`src/rtl/prog_launcher_pkg.sv`:
```
// Shared types and widths for the program launcher.
package prog_launcher_pkg;

  localparam int unsigned CNT_W = 16;
  localparam int unsigned SEL_W = 2;

  typedef enum logic [2:0] {
    IDLE,
    DRST,
    START,
    ARM,
    RUN,
    REC,
    FIN
  } state_t;

endpackage

```
`src/rtl/launch_timer.sv`:
```
// Saturating up-counter with synchronous clear, enable and a compare against
// a limit. nxt_c is the value loaded at the coming edge; hit_c flags that the
// count reaches the limit on this enabled clock.
module launch_timer
  import prog_launcher_pkg::*;
(
  input  logic             clk,
  input  logic             rst_n,
  input  logic             clr,
  input  logic             en,
  input  logic [CNT_W-1:0] limit,
  output logic [CNT_W-1:0] nxt_c,
  output logic             hit_c
);

  logic [CNT_W-1:0] cnt;

  // Next count: clear wins, otherwise increment and stick at all-ones
  always_comb begin
    nxt_c = cnt;
    if (clr) begin
      nxt_c = '0;
    end else if (en && (cnt != '1)) begin
      nxt_c = cnt + CNT_W'(1);
    end
  end

  assign hit_c = en && !clr && (nxt_c == limit);

  // Count register
  always_ff @(posedge clk or negedge rst_n) begin
    if (!rst_n) begin
      cnt <= '0;
    end else begin
      cnt <= nxt_c;
    end
  end

endmodule

```
`src/rtl/prog_launcher.sv`:
```
// Host-side launcher for the processor Reset/Start/Ack protocol: runs
// NUM_PROGS programs back to back and measures each run in clocks.
// Optional macro PROG_LAUNCH_LOG_EN adds a per-program cycle log with a
// combinational read port (LogIdx/LogCycles).
module prog_launcher
  import prog_launcher_pkg::*;
#(
  parameter int unsigned      NUM_PROGS   = 3,
  parameter int unsigned      START_CYC   = 2,
  parameter logic [CNT_W-1:0] TIMEOUT_MAX = 16'hFFF0
) (
  input  logic             Clk,
  input  logic             Reset,
  input  logic             Go,
  input  logic             DutAck,
  output logic             DutReset,
  output logic             DutStart,
  output logic [SEL_W-1:0] ProgSel,
  output logic             Busy,
  output logic             ResValid,
  output logic [CNT_W-1:0] LastCycles,
  output logic             TimedOut,
  output logic             BatchDone
`ifdef PROG_LAUNCH_LOG_EN
  ,
  input  logic [SEL_W-1:0] LogIdx,
  output logic [CNT_W-1:0] LogCycles
`endif
);

  state_t           state;
  state_t           state_n;
  logic             to_c;
  logic             last_c;
  logic [CNT_W-1:0] run_nxt;
  logic             run_hit;
  logic [CNT_W-1:0] start_nxt_unused;
  logic             start_hit;

  assign last_c = (ProgSel == SEL_W'(NUM_PROGS - 1));

  // Run-length counter: counts every ARM/RUN clock, cleared once recorded
  launch_timer u_run_timer (
    .clk   (Clk),
    .rst_n (Reset),
    .clr   (state == REC),
    .en    ((state == ARM) || (state == RUN)),
    .limit (TIMEOUT_MAX),
    .nxt_c (run_nxt),
    .hit_c (run_hit)
  );

  // Start-pulse width counter
  launch_timer u_start_timer (
    .clk   (Clk),
    .rst_n (Reset),
    .clr   (state != START),
    .en    (state == START),
    .limit (CNT_W'(START_CYC)),
    .nxt_c (start_nxt_unused),
    .hit_c (start_hit)
  );

  // State register
  always_ff @(posedge Clk or negedge Reset) begin
    if (!Reset) begin
      state <= IDLE;
    end else begin
      state <= state_n;
    end
  end

  // Next-state logic; ARM ignores a stale Ack, a real Ack beats a timeout
  always_comb begin
    state_n = state;
    to_c    = 1'b0;
    unique case (state)
      IDLE:  if (Go) state_n = DRST;
      DRST:  state_n = START;
      START: if (start_hit) state_n = ARM;
      ARM: begin
        if (run_hit) begin
          state_n = REC;
          to_c    = 1'b1;
        end else if (!DutAck) begin
          state_n = RUN;
        end
      end
      RUN: begin
        if (DutAck) begin
          state_n = REC;
        end else if (run_hit) begin
          state_n = REC;
          to_c    = 1'b1;
        end
      end
      REC:     state_n = last_c ? FIN : START;
      FIN:     state_n = IDLE;
      default: state_n = IDLE;
    endcase
  end

  // Registered outputs decoded from the next state; results load on REC entry
  always_ff @(posedge Clk or negedge Reset) begin
    if (!Reset) begin
      DutReset   <= 1'b1;
      DutStart   <= 1'b0;
      Busy       <= 1'b0;
      ResValid   <= 1'b0;
      BatchDone  <= 1'b0;
      TimedOut   <= 1'b0;
      ProgSel    <= '0;
      LastCycles <= '0;
    end else begin
      DutReset  <= (state_n == DRST) || ((state_n == IDLE) && DutReset);
      DutStart  <= (state_n == START);
      Busy      <= (state_n != IDLE);
      ResValid  <= (state_n == REC);
      BatchDone <= (state_n == FIN);
      if ((state == IDLE) && Go) begin
        ProgSel  <= '0;
        TimedOut <= 1'b0;
      end
      if (state_n == REC) begin
        LastCycles <= run_nxt;
        if (to_c) TimedOut <= 1'b1;
      end
      if ((state == REC) && !last_c) begin
        ProgSel <= ProgSel + SEL_W'(1);
      end
    end
  end

`ifdef PROG_LAUNCH_LOG_EN
  // Sized to the full select range so every index is width-clean; only the
  // first NUM_PROGS entries are ever written or read back.
  logic [CNT_W-1:0] log_mem [2**SEL_W];

  // Per-program log, written with the recorded count; cleared only by reset
  always_ff @(posedge Clk or negedge Reset) begin
    if (!Reset) begin
      log_mem <= '{default: '0};
    end else if (state_n == REC) begin
      log_mem[ProgSel] <= run_nxt;
    end
  end

  // Combinational read port
  always_comb begin
    LogCycles = '0;
    if (32'(LogIdx) < NUM_PROGS) LogCycles = log_mem[LogIdx];
  end
`endif

endmodule

```
`config.mk`:
```
export PLATFORM = sky130hd
export DESIGN_NAME = prog_launcher
export DESIGN_NICKNAME = d
export VERILOG_FILES = /design/src/rtl/prog_launcher_pkg.sv /design/src/rtl/launch_timer.sv /design/src/rtl/prog_launcher.sv
export SDC_FILE = /design/constraint.sdc
export NUM_CORES = 1
export LEC_CHECK = 0
export ABC_CLOCK_PERIOD_IN_PS = 3270
export BUFFER_PORTS_ARGS = -buffer_cell sky130_fd_sc_hd__buf_4
export CORE_AREA = 2 2 95 97
export CTS_CLUSTER_SIZE = 25
export DETAILED_ROUTE_END_ITERATION = 16
export DIE_AREA = 0 0 97 99
export MAX_ROUTING_LAYER = met4
export PLACE_DENSITY_LB_ADDON = 0.05
export SLEW_MARGIN = 25
export SYNTH_ARGS = -nofsm -noshare
export SYNTH_HDL_FRONTEND = slang
export SYNTH_SLANG_ARGS = --single-unit
```
`constraint.sdc`:
```
create_clock -name Clk -period 3.27 [get_ports Clk]
set_clock_uncertainty 0.1 [all_clocks]
set_input_delay 0.654 -clock Clk [delete_from_list [all_inputs] [get_ports Clk]]
set_output_delay 0.654 -clock Clk [all_outputs]
set_load 0.01 [all_outputs]
```
; Word level (Yosys, flattened, before mapping)
; Index checks and enable logic that the tools add are counted.
; W data, S select, Z words.
[word_totals]
ff_bits = 59
latchBits = 0
ramBits = 0
romBits = 0
inputBits = 4
out_inout_bits = 24
word_cells = 67
mem_count = 0
[op_classes]
addsub = 3
multipliers = 0
div = 0
magnitude_cmp = 0
n_eq_ne = 15
shift = 0
mux = 20
n_bitwise = 0
n_reduce_logical = 18
[ops]
columns = op, n
row1 = $mux W16, 4
row2 = $add A16 B1 Y16 const B, 2
row3 = $ne A16 B16 Y1 const B, 2
row4 = $mux W3, 7
row5 = $pmux W3 S6, 1
row6 = $eq A16 B16 Y1 const B, 1
row7 = $eq A16 B2 Y1 const B, 1
row8 = $eq A3 B3 Y1 const B, 4
row9 = $eq A3 B2 Y1 const B, 3
row10 = $logic_and A1 B1 Y1, 9
row11 = $eq A3 B1 Y1 const B, 2
row12 = $logic_not A3 Y1, 2
row13 = $mux W1, 5
row14 = $mux W2, 2
row15 = $logic_not A1 Y1, 3
row16 = $ne A3 B2 Y1 const B, 1
row17 = $reduce_bool A3 Y1, 1
row18 = $add A2 B1 Y2 const B, 1
row19 = $eq A2 B2 Y1 const B, 1
row20 = $logic_or A1 B1 Y1, 2
row21 = $pmux W1 S2, 1
row22 = $reduce_bool A2 Y1, 1

; Logic depth before layout (Yosys ltp)
[logic_depth]
ltp_word = 13
ltp_mapped = 10
depth_no_buf = 9

; Modules after synthesis
; From an unflattened synthesis, not the netlist that was laid out.
[hier_totals]
cells_unflattened = 416
hier_area_um2 = 4063.9
[modules_own_cells]
columns = module, instances, cells_each, area_per_inst_um2, seq_area_each_um2
row1 = launch_timer, 2, 162, 1422.6, 400.4
row2 = prog_launcher, 1, 92, 1218.7, 676.9

; Worst setup path before layout
; Ideal clock, no wire load.
[synth_timing]
path_kind = register to register
startpoint = reg state[1]
endpoint = reg LastCycles[10]
arrival_time_ns = 2.978
required_time_ns = 3.045
path_slack_ns = 0.067
path_stages_with_launch = 11
path_buffers = 2
cell_sequence = dfrtp_1 or3b_1 buf_2 a211o_1 or4_4 a22oi_1 nand4_1 nor4b_2 o22ai_2 buf_6 mux2_4
[synth_between]
elab_chain_len = 11
word_cells_on_any_way = 30
classes_between = eq/ne: 9 / mux: 11 / reduce/logical: 10
[synth_rtl]
columns = item, line_no
row1 = from (decl), prog_launcher.sv:31  ; state_t state;
row2 = from (signal assigned), prog_launcher.sv:69  ; state <= state_n;
row3 = $eq A3 B2 Y1 / $eq A3 B3 Y1 (equally long branches), "prog_launcher.sv:47, prog_launcher.sv:77"
row4 = $logic_or A1 B1 Y1, prog_launcher.sv:47  ; .en ((state == ARM) || (state == RUN)),
row5 = $logic_and A1 B1 Y1, launch_timer.sv:23  ; end else if (en && (cnt != '1)) begin
row6 = $mux W16, launch_timer.sv:23
row7 = $mux W16, launch_timer.sv:21  ; if (clr) begin
row8 = $eq A16 B16 Y1, launch_timer.sv:28  ; assign hit_c = en && !clr && (nxt_c == limit);
row9 = $logic_and A1 B1 Y1, launch_timer.sv:28
row10 = $mux W3, prog_launcher.sv:92  ; end else if (run_hit) begin
row11 = $mux W3, prog_launcher.sv:90  ; if (DutAck) begin
row12 = $pmux W3 S6, prog_launcher.sv:77  ; unique case (state)
row13 = $eq A3 B3 Y1, prog_launcher.sv:124  ; if (state_n == REC) begin
row14 = to (signal assigned), prog_launcher.sv:125  ; LastCycles <= run_nxt;
row15 = to (decl), prog_launcher.sv:21  ; output logic [CNT_W-1:0] LastCycles,
; Several ways; a longest one is shown, not always the timed one.
; A chain may end at the register's enable or synchronous reset.

; Worst setup path after layout
[layout_timing]
startpoint = reg state[1]
endpoint = reg LastCycles[0]
; Same word-level chain as after synthesis.

==> metrics <==
status=finished, final reports clean; crit end category=flip-flop; CP max stage delay=0.45 ns; CP Buf/Inv Count=1; Routed Antenna Nets=0; CP arrival=3.34 ns; Ports=28; Simple-Gate Fraction of Synth Area=24.95%; die area=approximately 9600 um^2; number of cells on the critical path=9; Slew Limit Fails=0; Max stage delay cell, worst path=or4_4; Fin. Hold Viols=0; FF-to-FF path depth=9; Setup TNS=0 ns; Fillers=782; synthesis-to-layout area growth=27.14%; Area contributors post-synth=dfrtp_1 (43%), mux2_4 (4.0%), nor2_1 (3.9%); # diodes=0; gpl congestion=0.9309; Unique masters post-synth=61; first-pass GRT wire length=14490 um; initial antenna violation count=0; Clock Tree Root=clkbuf_8; routed vias/inst=5.734; Worst Setup Start Kind=flip-flop; Detail Placement HPWL=between 6000 and 7000 um; Synth Area in Compound Gates=16.00%; CTS tree=done; CP Data Required Time=3.39 ns; Worst VDD drop=around 0.00033 V; die width=between 90 and 100 um; Final setup viols=0; gr ovfl total=0; Gate power share=37.5%; max_cap viols=0; RSZ-0062 raised after global routing=true; CTS Buffer Depth=2; H-tree depth=3; Skew-Pair Late Insertion Delay=0.35 ns; Worst Hold Class=in2async; internal power=1.755 mW; sequential share of power=33.9%; Cells after Synth=between 300 and 400; power per cell area=between 600 and 700 nW/um^2; layout cells sized above 1=29.20%; CTS clock-pin slew for the worst setup and hold paths=0.08 ns; syn_area_per_cell=about 9.7 um^2; most frequent cell after synthesis=dfrtp_1; Synth top area share=a little over two fifths; Net Sw Power=0.9314 mW; Period minus WS final=3.215 ns; mux cell area share after synthesis=8.429%; average wire per standard cell=17.60 um; Power Total=2.686 mW; area leader, netlist=dfrtp_1; DRC=0; dpl ws=0.01035 ns; Top FF cell, synth=dfrtp_1; Pre-antenna DRT Iters=4; critical-path cell list=or3b_4 -> a211o_1 -> or4_4 -> a22oi_2 -> nand4_1 -> nor4b_4 -> o22ai_4 -> buf_12 -> mux2_4; XOR/XNOR Fraction of Synth Area=2.599%; Async SR Flop Fraction=100.0%; post-synthesis register bit count=59; period utilization=98.32%; sequential share of the synthesized area=between 40% and 50%; Post-Synth Adder-Cell Area=1.114%; Post-Syn Area=between 3000 and 4000 um^2; GRT Resource Usage Total=19.58%; R2R Setup Slk=between 0.05 and 0.06 ns; chip height=99 um; Post-synth top cells=dfrtp_1 (58), nor2_1 (35), nand2_1 (24), nand3_1 (17); row count=34; CP max FO=7; largest net degree at the start of global routing=60; Slew HR=a little over 50%; Setup crit start=state[1]$_DFF_PN0_; Initial Util=39.41%; final WL=9132 um; Synth Net Count=356; Max Freq=311.0 MHz; Nets=413; critical path class=reg2reg; post-route insts no fill=519; routed vias=2976; TritonCTS buffer count=9; Reg area=1480 um^2; core area=8551 um^2; Worst path top cell family by delay=simple AND/OR/NAND/NOR gates; Post-synth EDFFs=0; setup ws final=0.05491 ns; clk sinks=59; dpl cells=495; clock share of power=28.7%; Worst Max-Slew Pin Slew=0.7382 ns; vias in the first global route=2828; Sw Ratio=34.68%; Synth Warn #=0; IO Port Bufs=27; CP endpoint=LastCycles[0]$_DFFE_PN0N_; area of the multi-input gates=1896 um^2; worst reg2reg endpoint=LastCycles[0]$_DFFE_PN0N_; initial DRC count=176; leakage power total=1.864 nW; reg2reg start=state[1]$_DFF_PN0_; largest family of logic cells by synthesized area=simple AND/OR/NAND/NOR gates
==> area by class of cell <==
type	instances	share of cell area, %
Tap cell	108	3.154
Sequential cell	59	34.55
Multi-Input combinational cell	265	44.25
Clock buffer	10	3.213
Inverter	8	0.7009
Timing Repair Buffer	63	12.06
Clock inverter	6	2.074
==> worst register-to-register path, delay by kind of cell, from the launching register on <==
kind / cells / cell delay [ns]
muxes: 1 / 0.29
and+or+nand+nor: 4 / 1.51
buffers and inverters: 1 / 0.19
DFF: 1 / 0.40
AOI/OAI and AO/OA: 3 / 0.62
==> through the flow <==
step	instance area, um^2	utilization (%)	hold WS [ns]
after floorplan	3369	-	0.2584
after global placement	3857	45.11	0.3770
after global routing	4284	50.10	0.3275
final	4284	50.10	0.2795
after CTS	4096	47.91	0.2998
after detailed placement	3857	45.11	0.3867
==> state kept, by name, summed over array words and instances, names as in the netlist <==
name,flops
LastCycles,16
u_run_timer.cnt,16
u_start_timer.cnt,16
state,3
ProgSel,2
BatchDone,1
Busy,1
DutReset,1
DutStart,1
ResValid,1
TimedOut,1
==> repair_timing <==
| action | CTS | global route |
|---|---|---|
| gates resized for setup | 2 | 23 |
| buffers inserted | 0 | 7 |
| pin swaps | 0 | 10 |
| endpoints found under the setup margin | 2 | 19 |
| hold endpoints to repair | 0 | 0 |
| hold buffers | 0 | 0 |
| cloned | 0 | 1 |
==> worst min-delay path by stage <==
stage | startpoint | endpoint | cells past startpoint
finish | Reset | u_run_timer.cnt[15]$_DFF_PN0_ | 1
global placement | DutReset$_DFF_PN1_ | DutReset$_DFF_PN1_ | 2
floorplan | Reset | BatchDone$_DFF_PN0_ | 0
detailed placement | LastCycles[0]$_DFFE_PN0N_ | LastCycles[0]$_DFFE_PN0N_ | 1
CTS | Reset | state[0]$_DFF_PN0_ | 1
global route | Reset | u_start_timer.cnt[13]$_DFF_PN0_ | 1
==> cell families after synthesis <==
logic type,Yosys count
DFF,59
muxes,23
AOI/OAI and AO/OA,77
buffers and inverters,25
and+or+nand+nor,152
xor gates and xnor gates,10
adders and majority gates,3
==> power by group through the flow <==
| stage | Sequential (mW) | Clock [mW] | Combinational (mW) |
|---|---|---|---|
| CTS | 0.905 | 0.790 | 0.885 |
| floorplan | 0.945 | 0 | 0.475 |
| finish | 0.910 | 0.770 | 1.01 |
| global placement | 0.915 | 0 | 0.877 |
| global route | 0.925 | 0.830 | 1.10 |
| detailed placement | 0.916 | 0 | 0.880 |
==> metal layers <==
| layer | vias to the layer above | GRT usage, % | share of wire [%] |
|---|---|---|---|
| met5 | - | - | 0 |
| met4 | 0 | 7.151 | 1.8 |
| met3 | 15 | 3.333 | 3.2 |
| met2 | 68 | 29.65 | 47 |
| met1 | 1456 | 26.56 | 48 |
| li1 | 1437 | - | - |
==> cell usage in the layout (no fill, tap or decap), drive strengths merged, types with 3 or more instances in the layout <==
| master | n |
|---|---|
| nor4 | 7 |
| o22ai | 3 |
| and4 | 8 |
| and3 | 7 |
| nand3b | 4 |
| nor2 | 35 |
| a211o | 3 |
| nand4 | 15 |
| a21oi | 15 |
| o31ai | 3 |
| nor2b | 3 |
| inv | 8 |
| nand2b | 4 |
| or3 | 4 |
| o211ai | 5 |
| nand2 | 24 |
| mux2i | 7 |
| xnor2 | 6 |
| xor2 | 4 |
| ha | 3 |
| dfrtp | 58 |
| buf | 60 |
| nand3 | 17 |
| o21ai | 14 |
| clkbuf | 13 |
| a31oi | 7 |
| a211oi | 5 |
| o41ai | 3 |
| mux2 | 16 |
| nor3 | 7 |
| and2 | 4 |
Power figures use the tool's default switching activity.
